[src/rtl/lsu_pkg.sv]
// Shared definitions for the memory-stage load/store unit:
// access size encodings, FSM state type and default abort limit.
package lsu_pkg;

    localparam logic [1:0] SZ_B = 2'b00;
    localparam logic [1:0] SZ_H = 2'b01;
    localparam logic [1:0] SZ_W = 2'b10;

    typedef enum logic [1:0] {
        IDLE   = 2'd0,
        SETUP  = 2'd1,
        ACCESS = 2'd2,
        DONE   = 2'd3
    } state_t;

    localparam int LSU_TIMEOUT = 16;

endpackage

[src/rtl/lsu_lane_align.sv]
// Byte-lane steering for the LSU (purely combinational).
// Ports: st_size/st_off/st_wdata -> st_data/st_strb/misalign (store side,
//        live request); ld_size/ld_off/ld_uns/prdata -> ld_data (load side,
//        latched request).
module lsu_lane_align
    import lsu_pkg::*;
(
    input  logic [1:0]  st_size,
    input  logic [1:0]  st_off,
    input  logic [31:0] st_wdata,
    output logic [31:0] st_data,
    output logic [3:0]  st_strb,
    output logic        misalign,
    input  logic [1:0]  ld_size,
    input  logic [1:0]  ld_off,
    input  logic        ld_uns,
    input  logic [31:0] prdata,
    output logic [31:0] ld_data
);

    logic [31:0] shifted;

    always_comb begin
        st_data  = st_wdata;
        st_strb  = 4'b1111;
        misalign = 1'b0;
        case (st_size)
            SZ_B: begin
                st_data = {4{st_wdata[7:0]}};
                st_strb = 4'b0001 << st_off;
            end
            SZ_H: begin
                st_data  = {2{st_wdata[15:0]}};
                st_strb  = 4'b0011 << st_off;
                misalign = st_off[0];
            end
            default: begin
                // reserved size 2'b11 behaves as a word
                misalign = |st_off;
            end
        endcase
    end

    always_comb begin
        shifted = prdata >> {ld_off, 3'b000};
        ld_data = shifted;
        case (ld_size)
            SZ_B: ld_data = ld_uns ? {24'h0, shifted[7:0]}
                                   : {{24{shifted[7]}}, shifted[7:0]};
            SZ_H: ld_data = ld_uns ? {16'h0, shifted[15:0]}
                                   : {{16{shifted[15]}}, shifted[15:0]};
            default: ld_data = shifted;
        endcase
    end

endmodule

[src/rtl/mem_stage_lsu.sv]
// Memory-stage load/store unit: turns EX/MEM load/store requests into APB
// master transfers, stalls the pipeline meanwhile, returns extended load data.
// Ports: clk, rst (async high); MemWriteM, MemReadM, LoadUnsM, MemStrobeM,
//        ALUResultM, WriteDataM in; StallM, ReadDataM, MisalignM, BusErrM out;
//        APB master: PSEL, PENABLE, PWRITE, PADDR, PWDATA, PSTRB out;
//        PRDATA, PREADY, PSLVERR in.
module mem_stage_lsu
    import lsu_pkg::*;
#(
    parameter int TIMEOUT = LSU_TIMEOUT,
    parameter int ADDR_W  = 32
) (
    input  logic              clk,
    input  logic              rst,
    input  logic              MemWriteM,
    input  logic              MemReadM,
    input  logic              LoadUnsM,
    input  logic [1:0]        MemStrobeM,
    input  logic [31:0]       ALUResultM,
    input  logic [31:0]       WriteDataM,
    output logic              StallM,
    output logic [31:0]       ReadDataM,
    output logic              MisalignM,
    output logic              BusErrM,
    output logic              PSEL,
    output logic              PENABLE,
    output logic              PWRITE,
    output logic [ADDR_W-1:0] PADDR,
    output logic [31:0]       PWDATA,
    output logic [3:0]        PSTRB,
    input  logic [31:0]       PRDATA,
    input  logic              PREADY,
    input  logic              PSLVERR
);

    localparam int CW = $clog2(TIMEOUT + 1);

    state_t         state;
    logic [CW-1:0]  cnt;
    logic [CW-1:0]  cnt_n;
    logic [1:0]     size_q;
    logic [1:0]     off_q;
    logic           uns_q;
    logic           err_q;
    logic [31:0]    rdata_q;

    logic           req;
    logic           is_store;
    logic [31:0]    st_data;
    logic [3:0]     st_strb;
    logic           misalign;
    logic [31:0]    ld_data;
    logic [31:0]    addr_al;

    // a request with both bits set is handled as a store
    assign req      = MemWriteM | MemReadM;
    assign is_store = MemWriteM;
    assign addr_al  = {ALUResultM[31:2], 2'b00};
    assign cnt_n    = cnt + 1'b1;

    lsu_lane_align u_align (
        .st_size  (MemStrobeM),
        .st_off   (ALUResultM[1:0]),
        .st_wdata (WriteDataM),
        .st_data  (st_data),
        .st_strb  (st_strb),
        .misalign (misalign),
        .ld_size  (size_q),
        .ld_off   (off_q),
        .ld_uns   (uns_q),
        .prdata   (PRDATA),
        .ld_data  (ld_data)
    );

    // rst gating lets the stall drop in the same cycle reset is raised
    assign StallM = !rst &&
                    ((state == IDLE && req && !misalign) ||
                     state == SETUP || state == ACCESS);
    assign MisalignM = !rst && state == IDLE && req && misalign;
    assign BusErrM   = state == DONE && err_q;
    assign ReadDataM = rdata_q;

    always_ff @(posedge clk or posedge rst) begin
        if (rst) begin
            state   <= IDLE;
            cnt     <= '0;
            size_q  <= SZ_B;
            off_q   <= 2'b00;
            uns_q   <= 1'b0;
            err_q   <= 1'b0;
            rdata_q <= 32'h0;
            PSEL    <= 1'b0;
            PENABLE <= 1'b0;
            PWRITE  <= 1'b0;
            PADDR   <= '0;
            PWDATA  <= 32'h0;
            PSTRB   <= 4'h0;
        end else begin
            case (state)
                IDLE: begin
                    if (req && !misalign) begin
                        state  <= SETUP;
                        PSEL   <= 1'b1;
                        PWRITE <= is_store;
                        PADDR  <= ADDR_W'(addr_al);
                        PWDATA <= st_data;
                        PSTRB  <= is_store ? st_strb : 4'h0;
                        size_q <= MemStrobeM;
                        off_q  <= ALUResultM[1:0];
                        uns_q  <= LoadUnsM;
                        cnt    <= '0;
                        err_q  <= 1'b0;
                    end
                end
                SETUP: begin
                    PENABLE <= 1'b1;
                    state   <= ACCESS;
                end
                ACCESS: begin
                    if (PREADY) begin
                        state   <= DONE;
                        PSEL    <= 1'b0;
                        PENABLE <= 1'b0;
                        err_q   <= PSLVERR;
                        rdata_q <= (PSLVERR || PWRITE) ? 32'h0 : ld_data;
                    end else if (cnt_n == CW'(TIMEOUT)) begin
                        state   <= DONE;
                        PSEL    <= 1'b0;
                        PENABLE <= 1'b0;
                        err_q   <= 1'b1;
                        rdata_q <= 32'h0;
                    end else begin
                        cnt <= cnt_n;
                    end
                end
                DONE: begin
                    // load data is only presented for the DONE cycle
                    state   <= IDLE;
                    err_q   <= 1'b0;
                    rdata_q <= 32'h0;
                end
                default: state <= IDLE;
            endcase
        end
    end

endmodule

[config.mk]
export PLATFORM = sky130hd
export DESIGN_NAME = mem_stage_lsu
export DESIGN_NICKNAME = d
export VERILOG_FILES = /design/src/rtl/lsu_pkg.sv /design/src/rtl/lsu_lane_align.sv /design/src/rtl/mem_stage_lsu.sv
export SDC_FILE = /design/constraint.sdc
export NUM_CORES = 1
export LEC_CHECK = 0
export ABC_AREA = 0
export CORE_UTILIZATION = 44
export DETAILED_ROUTE_END_ITERATION = 10
export PLACE_DENSITY = 0.8
export SLEW_MARGIN = 20
export SYNTH_ARGS = -nofsm -noshare
export SYNTH_HDL_FRONTEND = slang
export SYNTH_SLANG_ARGS = --single-unit
[constraint.sdc]
create_clock -name clk -period 5.6 [get_ports clk]
set_clock_uncertainty 0.2 [all_clocks]
set_input_delay 1.4 -clock clk [delete_from_list [all_inputs] [get_ports clk]]
set_output_delay 1.4 -clock clk [all_outputs]
set_load 0.005 [all_outputs]
==> impl_metrics.tcl, run 1 <==
set metrics [dict create \
    p_leak_nw 3.67 \
    grt_max_degree 101 \
    crit_arrival_ns 3.30 \
    grtUsageTotal_pct 25.3 \
    vias 4604 \
    synth-async-reset-ratio_pct 100 \
    drc 0 \
    finalCriticalPeriod_ns 4.90 \
    setup_viol 0 \
    synthMuxAreaShare_pct 20.4 \
    place_hpwl_um 11100 \
    ys_warn_count 0 \
    start_util_pct 45.4 \
    ios 211 \
    cts-root-buf "clkbuf_16" \
    numCtsBuffers 17 \
    fin_crit_sh_pct 87.5 \
    clock_sinks 114 \
    worst_slew_pin_slew_ns 1.08 \
    grt_pass1_vias 4912 \
    synth_simple_gate_area_share_pct 8.68 \
    fp.dieH_um 114 \
    status "finished clean" \
    hold_violations 0 \
    cts_tree "yes" \
    p_sw_share_pct 30.9 \
    drt_iter0_drc 246 \
    synth_top_family_by_area "multiplexers" \
    stdcell_area_sq_um 8310 \
    final-max-slew-violation-count 0 \
    drt-pass1-iter-count 4 \
    layout_commonest_cell "clkdlybuf4s50_1" \
    antennaDiodeCount 0 \
    fp.dieW_um 114 \
    power.share.clock_pct 25.5 \
    tns_ns 0 \
    cap_violations 0 \
    drive_gt1_share_pct 16.3 \
    clk_path_buf_depth 2 \
    drt-total-wl_um 15600 \
    slew_headroom_pct 27.7 \
    r2r-start "state[1]$_DFFE_PP0P_" \
    holdWs_ns 0.278 \
    viasPerCell 5.35 \
    die_area_sq_um 13000 \
    antenna_found_initial 0 \
    seqPwrFrac_pct 34.0 \
    htree_levels 4 \
    synth_compound_area_share_pct 14.1 \
    rrSetupSlack_ns 2.69 \
    ant_nets 0 \
    p_switching_w 0.00132 \
    synth-edff-count 0 \
    timing.fmax_mhz 204 \
    fp.coreArea_sq_um 12100 \
    netlist_area_sq_um 5500 \
    path_max_fanout 6 \
    cts-hold-fix-buffers 0 \
    gp_congestion 0.825 \
    clock_latency_ns 0.42 \
    crit_required_ns 4.00 \
    cts_setup_buffers 0 \
    peakVddDrop_v 0.000331 \
    synth-xor-area-share_pct 0.159 \
    synth_cell_types 44 \
    final_cell_mix "clkdlybuf4s50_1, dfrtp_1, mux2_2" \
    crit_slowest_cell "clkdlybuf4s50_1" \
    power_density_nw_per_um2 513 \
    path_clk_slew_ns 0.05 \
    grt_pass1_wl_um 25000 \
    hp-class "reg -> reg" \
    critical_path.cell_chain "clkdlybuf4s50_1 -> o21a_1 -> or3b_4 -> a21oi_1 -> clkdlybuf4s50_1" \
    hold_start "PWDATA[13]$_DFFE_PP0P_" \
    seq_area_frac_synth_pct 51.8 \
    grt-ovfl-total 0 \
    holdPathStages 2 \
    syn_inst 483 \
    fin_util_pct 68.6 \
    whs_endpoint "PWDATA[13]$_DFFE_PP0P_" \
    postCtsResizedCells 0 \
    yosys.area_share.adder_pct 1.36 \
    areaGrowthSynthToFinish_pct 51.1 \
    rows 40 \
    avgSynthCellArea_sq_um 11.4 \
    ys_seq_elements 114 \
    max_stage_delay_ns 0.55 \
    power.internal_w 0.00295 \
    rsz0062_at_grt "no" \
    timing.reg2reg.worst_path_depth 7 \
    path_common_cell "clkdlybuf4s50_1" \
    placed_area_sq_um 7710 \
    reg2reg_to "cnt[0]$_DFFE_PP0P_" \
    critical_path_buf_inv_count 2 \
    combPwrFrac_pct 40.5 \
    nets 793 \
    critPathCaptureType "primary output" \
    path_delay_family "buffers and inverters" \
    crit_type "in -> out" \
    wl_per_cell_um 18.1 \
    synth_ff_type "dfrtp_1" \
    port_buffers 208 \
    start_kind "primary input" \
]
==> kinds of logic after synthesis <==
family | count (synthesis)
flops | 114
fa+ha+maj | 6
compound gates | 120
other cells | 1
simple gates | 93
mux | 104
xor+xnor | 1
buf+inv | 44
==> synth_stat cells, types with 8 or more instances <==
| cell type | count | share of area, % |
|---|---|---|
| buf_2 | 8 | 0.73 |
| clkbuf_1 | 20 | 1.4 |
| nor2b_1 | 9 | 1.0 |
| dfrtp_1 | 114 | 52 |
| nor2_1 | 24 | 1.6 |
| nand2_1 | 31 | 2.1 |
| a211oi_1 | 14 | 1.9 |
| mux2i_1 | 40 | 7.3 |
| nand3b_1 | 10 | 1.4 |
| a21oi_1 | 20 | 1.8 |
| o21ai_0 | 52 | 4.7 |
| mux2_2 | 64 | 13 |
==> metrics by stage <==
stage	setup WS (ns)	total power, W	cells
final	0.700	0.00427	861
after global routing	0.647	0.00452	861
after CTS	0.689	0.00430	861
after detailed placement	0.702	0.00318	831
after global placement	0.728	0.00311	831
after floorplan	0.984	0.00221	484
==> metal layers <==
layer	global-route usage (%)	wire, um
met5	0	0
met4	10.4	288
met3	10.0	1590
met2	41.5	7420
met1	29.7	6260
==> worst register-to-register path: cells and delay by family, from the launching register on <==
kind / cells / cell delay (ns)
AND/OR/NAND/NOR: 2 / 0.72
buffers and inverters: 2 / 0.58
flip-flops: 1 / 0.42
adder cells (fa/ha/maj): 1 / 0.32
AO/OA/AOI/OAI: 1 / 0.29
multiplexers: 1 / 0.27
==> area by class of cell <==
cell class / count / area (sq um)
Clock inverter: 4 / 70.1
Timing Repair Buffer: 216 / 2140
Fill cell: 931 / 3800
Sequential cell: 114 / 2850
Clock buffer: 26 / 529
Inverter: 7 / 28.8
Tap cell: 168 / 210
Multi-Input combinational cell: 326 / 2480
==> sequential cells by signal, indices dropped and copies added, names as in the netlist <==
signal	count
size_q	2
PADDR	30
PWDATA	32
uns_q	1
ReadDataM	32
PENABLE	1
PWRITE	1
off_q	2
state	2
err_q	1
PSTRB	4
cnt	5
PSEL	1
==> power groups by stage <==
stage / combinational (W) / sequential, W / clock (W)
after floorplan: 0.000831 / 0.00138 / 0
after global placement: 0.00168 / 0.00143 / 0
after detailed placement: 0.00173 / 0.00146 / 0
after CTS: 0.00174 / 0.00145 / 0.00111
after global routing: 0.00187 / 0.00150 / 0.00115
final: 0.00173 / 0.00145 / 0.00109
==> worst max-delay path by stage <==
stage / startpoint / endpoint / slack [ns] / cells past startpoint
floorplan: rst / PADDR[10]$_DFFE_PP0P_ / 0.98 / 1
global placement: ALUResultM[1] / StallM / 0.73 / 5
detailed placement: ALUResultM[1] / StallM / 0.70 / 5
CTS: ALUResultM[1] / StallM / 0.69 / 5
global route: ALUResultM[1] / StallM / 0.65 / 5
finish: ALUResultM[1] / StallM / 0.70 / 5
No activity file was read; power rests on OpenSTA's default activity.
==> run 2, diff against run 1 <==
--- a/config.mk
+++ b/config.mk
@@ -6,6 +6,7 @@
 export NUM_CORES = 1
 export LEC_CHECK = 0
 export ABC_AREA = 0
+export CORE_MARGIN = 4
 export CORE_UTILIZATION = 44
 export DETAILED_ROUTE_END_ITERATION = 10
 export PLACE_DENSITY = 0.8
==> impl_metrics.tcl, run 2 (synthesis gave the netlist of run 1 again) <==
set metrics [dict create \
    drive_gt1_share_pct 17.0 \
    crit_type "in -> out" \
    cts_tree "yes" \
    finalCriticalPeriod_ns 4.83 \
    viasPerCell 5.38 \
    hold_violations 0 \
    critical_path.cell_chain "clkdlybuf4s50_1 -> o21a_1 -> or3b_4 -> a21oi_1 -> clkdlybuf4s50_1" \
    tns_ns 0 \
    setup_viol 0 \
    ios 211 \
    hp-class "reg -> reg" \
    critPathCaptureType "primary output" \
    nets 794 \
    antenna_found_initial 0 \
    drt_iter0_drc 375 \
    fin_crit_sh_pct 86.3 \
    path_clk_slew_ns 0.05 \
    fp.dieH_um 120 \
    fp.coreArea_sq_um 12100 \
    start_util_pct 45.4 \
    slew_headroom_pct 31.1 \
    fp.dieW_um 120 \
    grtUsageTotal_pct 22.9 \
    grt_max_degree 101 \
    holdWs_ns 0.276 \
    path_max_fanout 6 \
    p_leak_nw 3.71 \
    numCtsBuffers 17 \
    max_stage_delay_ns 0.52 \
    port_buffers 208 \
    place_hpwl_um 11800 \
    multi_input_area_sq_um 2480 \
    layout_commonest_cell "clkdlybuf4s50_1" \
    path_delay_family "buffers and inverters" \
    cts-hold-fix-buffers 0 \
    status "finished clean" \
    drc 0 \
    gp_congestion 0.827 \
    die_area_sq_um 14400 \
    cts_setup_buffers 0 \
    rsz0062_at_grt "no" \
    htree_levels 4 \
    rows 40 \
    grt_pass1_wl_um 26000 \
    power_density_nw_per_um2 525 \
    grt-ovfl-total 0 \
    areaGrowthSynthToFinish_pct 52.7 \
    path_common_cell "clkdlybuf4s50_1" \
    start_kind "primary input" \
    drt-pass1-iter-count 5 \
    worst_slew_pin_slew_ns 1.03 \
    vias 4645 \
    clock_sinks 114 \
    final_cell_mix "clkdlybuf4s50_1, dfrtp_1, mux2_2" \
    ant_nets 0 \
    n_fill_cell 918 \
    grt_pass1_vias 4912 \
    antennaDiodeCount 0 \
    critical_path_buf_inv_count 2 \
    postCtsResizedCells 0 \
    crit_slowest_cell "clkdlybuf4s50_1" \
    timing.fmax_mhz 207 \
    cts-root-buf "clkbuf_16" \
    wl_per_cell_um 18.7 \
    peakVddDrop_v 0.000401 \
    crit_required_ns 4.00 \
    clk_path_buf_depth 2 \
    drt-total-wl_um 16200 \
    cap_violations 0 \
    final-max-slew-violation-count 0 \
    clock_latency_ns 0.40 \
    seqCellArea_sq_um 2850 \
    crit_arrival_ns 3.23 \
]
-- run 2: cell types whose count changed in the layout (fill, tap and decap cells not counted), sizes merged --
cell	previous run	this run
bufinv	2	5
clkbuf	26	23
clkinvlp	0	1
clkinv	2	3
buf	8	9
-- run 2: final timing paths --
kind,from,endpoint,slack (ns),cells after the start
worst max-delay path,ALUResultM[1],StallM,0.77,5
worst min-delay path,PWDATA[25]$_DFFE_PP0P_,PWDATA[25]$_DFFE_PP0P_,0.28,2
worst max register to register,state[0]$_DFFE_PP0P_,cnt[0]$_DFFE_PP0P_,2.71,7
worst min register to register,PWDATA[25]$_DFFE_PP0P_,PWDATA[25]$_DFFE_PP0P_,0.28,2
max in group asynchronous,rst,PWDATA[14]$_DFFE_PP0P_,2.91,3
min in group asynchronous,rst,PADDR[24]$_DFFE_PP0P_,1.44,2
-- run 2: final cells by class --
class,count,share of cell area (%)
flip-flops and latches,114,33.9
multi-input cells,326,29.5
repair buffers,217,25.6
clock buffers,23,6.05
well taps,168,2.50
clock inverters,9,2.05
inverters,7,0.342
-- run 2: worst register-to-register path, delay by kind of cell (launching register included) --
kind | cells | cell delay [ns]
and+or+nand+nor | 2 | 0.72
DFF | 1 | 0.41
buffers and inverters | 2 | 0.55
muxes | 1 | 0.26
adders and majority gates | 1 | 0.34
AOI/OAI and AO/OA | 1 | 0.30
-- run 2: power breakdown --
part | leakage, nW | switching (W) | total, W | internal (W)
clock network | 0.335 | 0.000368 | 0.00123 | 0.000858
registers | 1.45 | 0.000225 | 0.00140 | 0.00117
logic | 1.93 | 0.000741 | 0.00179 | 0.00105
-- run 2: layer usage --
metal	up-vias	GRT usage, %	part of all wire (%)
met3	18	9.33	10
met1	2253	28.2	41
li1	2154	-	-
met2	220	36.3	47
met4	0	8.09	1.6
met5	-	0	0
-- run 2: per-stage QoR --
stage | setup slack [ns] | area (sq um) | utilization [%] | instances | power [W]
6_report | 0.769 | 8400 | 69.4 | 864 | 0.00441
3_3_place_gp | 0.817 | 7710 | 63.7 | 832 | 0.00313
5_1_grt | 0.706 | 8400 | 69.4 | 864 | 0.00467
2_1_floorplan | 0.984 | 5510 | - | 484 | 0.00221
3_5_place_dp | 0.797 | 7720 | 63.8 | 832 | 0.00320
4_1_cts | 0.781 | 8400 | 69.4 | 864 | 0.00445
